$ cat config.mk
export PLATFORM = sky130hd
export DESIGN_NAME = memory_access
export DESIGN_NICKNAME = d
export VERILOG_FILES = /design/src/rtl/memory_access.sv
export SDC_FILE = /design/constraint.sdc
export NUM_CORES = 1
export LEC_CHECK = 0
export ABC_AREA = 1
export CORE_MARGIN = 2
export CORE_UTILIZATION = 25
export DETAILED_ROUTE_END_ITERATION = 16
export PLACE_DENSITY = 0.58
export SLEW_MARGIN = 15
export SYNTH_ARGS = -nofsm -noshare
export SYNTH_HDL_FRONTEND = slang
export SYNTH_SLANG_ARGS = --single-unit
$ cat constraint.sdc
create_clock -name clk -period 2.15 [get_ports clk]
set_clock_uncertainty 0.2 [all_clocks]
set_input_delay 0.3225 -clock clk [delete_from_list [all_inputs] [get_ports clk]]
set_output_delay 0.3225 -clock clk [all_outputs]
set_load 0.05 [all_outputs]
$ cat src/rtl/memory_access.sv
// LEGv8 memory stage: turns one execute result into a single req/ack data-memory
// access, places store bytes on their lanes and extends load data for write-back.
module memory_access #(
  parameter int TIMEOUT = 16
) (
  input  logic        clk,
  input  logic        reset,
  input  logic        valid,
  input  logic [63:0] alu_result,
  input  logic [63:0] store_data,
  input  logic        mem_read,
  input  logic        mem_write,
  input  logic [1:0]  size,
  input  logic        sign_extend,
  output logic        busy,
  output logic        done,
  output logic [63:0] read_data,
  output logic        fault,
  output logic        dmem_req,
  output logic        dmem_we,
  output logic [63:0] dmem_addr,
  output logic [63:0] dmem_wdata,
  output logic [7:0]  dmem_wstrb,
  input  logic        dmem_ack,
  input  logic [63:0] dmem_rdata
);

  localparam logic [1:0] IDLE = 2'd0;
  localparam logic [1:0] REQ  = 2'd1;
  localparam logic [1:0] DONE = 2'd2;

  localparam int CW = (TIMEOUT < 2) ? 1 : $clog2(TIMEOUT);

  logic [1:0]    state_q, state_d;
  logic [63:0]   addr_q, addr_d;
  logic [63:0]   wdata_q, wdata_d;
  logic [7:0]    strb_q, strb_d;
  logic [1:0]    size_q, size_d;
  logic          sext_q, sext_d;
  logic          rd_q, rd_d;
  logic          wr_q, wr_d;
  logic          fault_q, fault_d;
  logic [63:0]   rdata_q, rdata_d;
  logic [CW-1:0] cnt_q, cnt_d;

  logic [2:0]  off;
  logic        misaligned;
  logic [7:0]  laneStrb;
  logic [63:0] laneData;
  logic [63:0] shifted;
  logic [63:0] loadExt;

  // Lane placement and alignment are derived from the live inputs so they can be
  // latched on the accepting edge; the stored copies stay stable through REQ.
  always_comb begin
    off        = alu_result[2:0];
    misaligned = 1'b0;
    laneStrb   = 8'h00;
    laneData   = store_data;
    case (size)
      2'd0: begin
        laneStrb = 8'b1 << off;
        laneData = {8{store_data[7:0]}};
      end
      2'd1: begin
        misaligned = off[0];
        laneStrb   = 8'b11 << off;
        laneData   = {4{store_data[15:0]}};
      end
      2'd2: begin
        misaligned = |off[1:0];
        laneStrb   = 8'hF << off;
        laneData   = {2{store_data[31:0]}};
      end
      default: begin
        misaligned = |off;
        laneStrb   = 8'hFF;
        laneData   = store_data;
      end
    endcase
  end

  always_comb begin
    shifted = dmem_rdata >> {addr_q[2:0], 3'b000};
    case (size_q)
      2'd0:    loadExt = {{56{sext_q & shifted[7]}},  shifted[7:0]};
      2'd1:    loadExt = {{48{sext_q & shifted[15]}}, shifted[15:0]};
      2'd2:    loadExt = {{32{sext_q & shifted[31]}}, shifted[31:0]};
      default: loadExt = shifted;
    endcase
  end

  // Conflicting or misaligned requests never reach memory; they finish with a fault.
  always_comb begin
    state_d = state_q;
    addr_d  = addr_q;
    wdata_d = wdata_q;
    strb_d  = strb_q;
    size_d  = size_q;
    sext_d  = sext_q;
    rd_d    = rd_q;
    wr_d    = wr_q;
    fault_d = fault_q;
    rdata_d = rdata_q;
    cnt_d   = cnt_q;
    case (state_q)
      IDLE: begin
        if (valid) begin
          addr_d  = alu_result;
          wdata_d = laneData;
          strb_d  = mem_write ? laneStrb : 8'h00;
          size_d  = size;
          sext_d  = sign_extend;
          rd_d    = mem_read;
          wr_d    = mem_write;
          cnt_d   = '0;
          fault_d = (mem_read & mem_write) | misaligned;
          if ((mem_read & mem_write) | misaligned | ~(mem_read | mem_write)) begin
            state_d = DONE;
          end else begin
            state_d = REQ;
          end
        end
      end
      REQ: begin
        if (dmem_ack) begin
          state_d = DONE;
          fault_d = 1'b0;
          if (rd_q) begin
            rdata_d = loadExt;
          end
        end else if ((TIMEOUT != 0) && (cnt_q == CW'(TIMEOUT - 1))) begin
          state_d = DONE;
          fault_d = 1'b1;
        end else begin
          cnt_d = cnt_q + CW'(1);
        end
      end
      DONE: begin
        state_d = IDLE;
        fault_d = 1'b0;
      end
      default: begin
        state_d = IDLE;
        fault_d = 1'b0;
      end
    endcase
  end

  always_ff @(posedge clk) begin
    if (!reset) begin
      state_q <= IDLE;
      addr_q  <= '0;
      wdata_q <= '0;
      strb_q  <= '0;
      size_q  <= '0;
      sext_q  <= 1'b0;
      rd_q    <= 1'b0;
      wr_q    <= 1'b0;
      fault_q <= 1'b0;
      rdata_q <= '0;
      cnt_q   <= '0;
    end else begin
      state_q <= state_d;
      addr_q  <= addr_d;
      wdata_q <= wdata_d;
      strb_q  <= strb_d;
      size_q  <= size_d;
      sext_q  <= sext_d;
      rd_q    <= rd_d;
      wr_q    <= wr_d;
      fault_q <= fault_d;
      rdata_q <= rdata_d;
      cnt_q   <= cnt_d;
    end
  end

  assign busy       = (state_q != IDLE);
  assign done       = (state_q == DONE);
  assign fault      = (state_q == DONE) & fault_q;
  assign read_data  = rdata_q;
  assign dmem_req   = (state_q == REQ);
  assign dmem_we    = (state_q == REQ) & wr_q;
  assign dmem_addr  = {addr_q[63:3], 3'b000};
  assign dmem_wdata = wdata_q;
  assign dmem_wstrb = (state_q == REQ) ? strb_q : 8'h00;

endmodule

==> qor.txt <==
Final Setup Violations - 0
port bufs - 402
CP max stage cell - dfxtp_1
Hold Path Cell Cnt - 3
post-synth top area cell - dfxtp_1
Synth top area share - 38.8%
Slew @ Worst Pin - 0.569 ns
Post-Syn Area per Cell - 6.73 µm²
peak supply drop - 0.530 mV
share of layout cells above drive strength 1 - 10.8%
Cell Rows - 76
die width - 213 µm
via count - 11900
Period minus WS final - 2.04 ns
Critical path buffers and inverters - 2
hold crit path type - in -> reg
largest net degree at the start of global routing - 73
crit path capture type - primary output
Rel. slew slack - 62.1%
Synth Cell Area - 10900 µm²
largest stage delay on the critical path - 0.35 ns
Distinct cells, synth - 37
end of the worst register-to-register path - read_data[22]$_SDFFE_PN0P_
nets@finish - 2136
Final Hold Viols - 0
area grow syn2layout - 45.3%
Worst EP required - 1.63 ns
Critical Path AT - 1.52 ns
crit path launch type - flop
HP Start - alu_result[32]
clk_lat worst skew - 0.55 ns
CTS max path bufs - 3
Mapped Cells - 1624
initial antenna violation count - 3
Peak Freq - 0.490 GHz
outcome - finished, final reports clean
Synth warnings - 0
residual DRC count - 0
drt wl/cell - 17.3 µm
P_leak - 0.00713 µW
area of the die - 45400 µm²
GP Congestion - 0.888
Cell Count Post-Placement - 2484
top cells by area, synth - dfxtp_1 39%, o21ai_0 12%, nand2_1 11%
drt total wl - 43800 µm
period utilization - 94.9%
highest net fanout along the worst path - 4
# IOs - 406
core area - 43100 µm²
sequential fraction of the synthesis area - 38.8%
fin cells - 2532
commonest non-fill, non-tap cells in the layout - 311 x nand2_1, 258 x o21ai_0, 230 x nor2_1
most common cell after layout, fill and taps aside - nand2_1
Worst R2R Path Depth - 9
routed vias/inst - 4.69
CP Cell Sequence - nor2_1 -> inv_1 -> buf_4
cell class contributing the biggest share of worst-path delay - flip-flops
CTS tree - done
CTS Buf Count - 27
H-tree levels - 1
Final ANT Viol Nets - 0
Min-Delay Endpoint - addr_q[32]$_SDFFE_PN0P_
clk slew on worst S/H paths - 0.06 ns
max-cap viol count - 0
pre-CTS setup slack - -0.223 ns
CTS root buf - clkbuf_16
register bit count reported by yosys - 212
Initial Util - 25.4%
setup TNS - 0 ns
Initial DRC Count - 954
RR Startpoint - addr_q[0]$_SDFFE_PN0P_
grt total ovfl - 0
CTS Sinks - 212
final core utilization - 36.8%
number of global-route vias before repair - 11200
GRT Resource Usage Total - 18.5%
total iterations of the first detailed-routing run - 8
r2r setup slk - 0.23 ns
setup ws final - 0.110 ns
Power Dens Cells - 833 nW/µm²
first-pass GRT wire length - 65600 µm
crit path kind - reg -> out
post-DP HPWL - 33000 µm
FILL cells - 4581
final-report max-slew violation count - 0
RSZ-0062 raised after global routing - no
die height - 213 µm
[worst register-to-register path, cell delays in order (launching register included)]
cell and delay [ns]:
dfxtp_2 0.42, buf_12 0.26, nand2_1 0.12, nand3_1 0.12, nand3_1 0.09, nand2_2 0.12
nand2_4 0.07, nand2_2 0.08, inv_2 0.16, a21oi_1 0.21
[worst max-delay path by stage]
stage | to | slack [ns] | start | cells after the start
floorplan | dmem_we | -0.11 | state_q[0]$_SDFFE_PN0P_ | 4
global placement | dmem_wdata[35]$_SDFFE_PN0P_ | -0.12 | size[1] | 8
detailed placement | dmem_wdata[33]$_SDFFE_PN0P_ | -0.22 | size[1] | 8
CTS | dmem_wstrb[2] | -0.03 | state_q[0]$_SDFFE_PN0P_ | 5
global route | dmem_we | 0.05 | state_q[0]$_SDFFE_PN0P_ | 5
finish | busy | 0.11 | state_q[1]$_SDFFE_PN0P_ | 3
[where the power goes]
part | internal [µW] | total, µW | switching [µW]
clock | 2860 | 4620 | 1760
sequential | 4310 | 4500 | 199
combinational | 1290 | 4100 | 2820
total | 8450 | 13200 | 4770
[final cells by class]
class                           instances  area, µm²  share of cell area (%)
Inverter                               84        327                    2.06
Multi-Input combinational cell       1149       5340                    33.6
Antenna cell                            3       7.51                  0.0473
Sequential cell                       212       4250                    26.7
Timing Repair Buffer                  455       4340                    27.3
Tap cell                              585        732                    4.61
Clock buffer                           35        736                    4.64
Clock inverter                          9        151                   0.954
[kinds of logic after synthesis]
logic type                 after synthesis  share of synthesized area, %
DFF                                    212                          38.8
AOI/OAI and AO/OA                      452                          21.7
other                                    1                        0.0343
and+or+nand+nor                        688                          25.9
buffers and inverters                  265                          12.8
adders and majority gates                6                         0.687
[state kept, by name (all words and copies together), names as in the netlist]
register	count
fault_q	1
dmem_wdata	64
sext_q	1
cnt_q	4
state_q	2
read_data	64
size_q	2
wr_q	1
rd_q	1
addr_q	64
strb_q	8
[per-layer routing]
layer | global-route usage [%] | up-vias | routed length (µm)
li1 | - | 5894 | -
met1 | 23.8 | 5460 | 18800
met2 | 29.9 | 442 | 20300
met3 | 4.38 | 67 | 3500
met4 | 6.68 | 0 | 1270
met5 | 0 | - | 0
[repair_timing]
action                                 4_1_cts  5_1_grt
gates resized for setup                    144        7
setup endpoints to repair                  146        9
endpoints found under the hold margin        6        0
setup buffers                                0        0
hold buffers                                 1        0
[through the flow]
stage	area, µm²	power (µW)	hold WS (ns)
final	15900	13200	0.202
after global routing	15900	13800	0.196
after global placement	15100	8840	0.264
after floorplan	10900	7420	0.235
after CTS	15800	13400	0.174
after detailed placement	15100	8860	0.272
[cells in the mapped netlist (all sizes together)]
master / count
o22ai: 6
and2: 2
buf: 130
and3: 1
a211oi: 2
o21ai: 266
a21oi: 157
nor3: 4
conb: 1
or2: 1
o211ai: 11
nand3: 121
dfxtp: 212
o21a: 2
ha: 6
nand4: 1
nor3b: 1
nand2: 317
nor2: 240
clkbuf: 51
a31o: 8
clkinv: 1
inv: 83
Power figures use the tool's default switching activity.
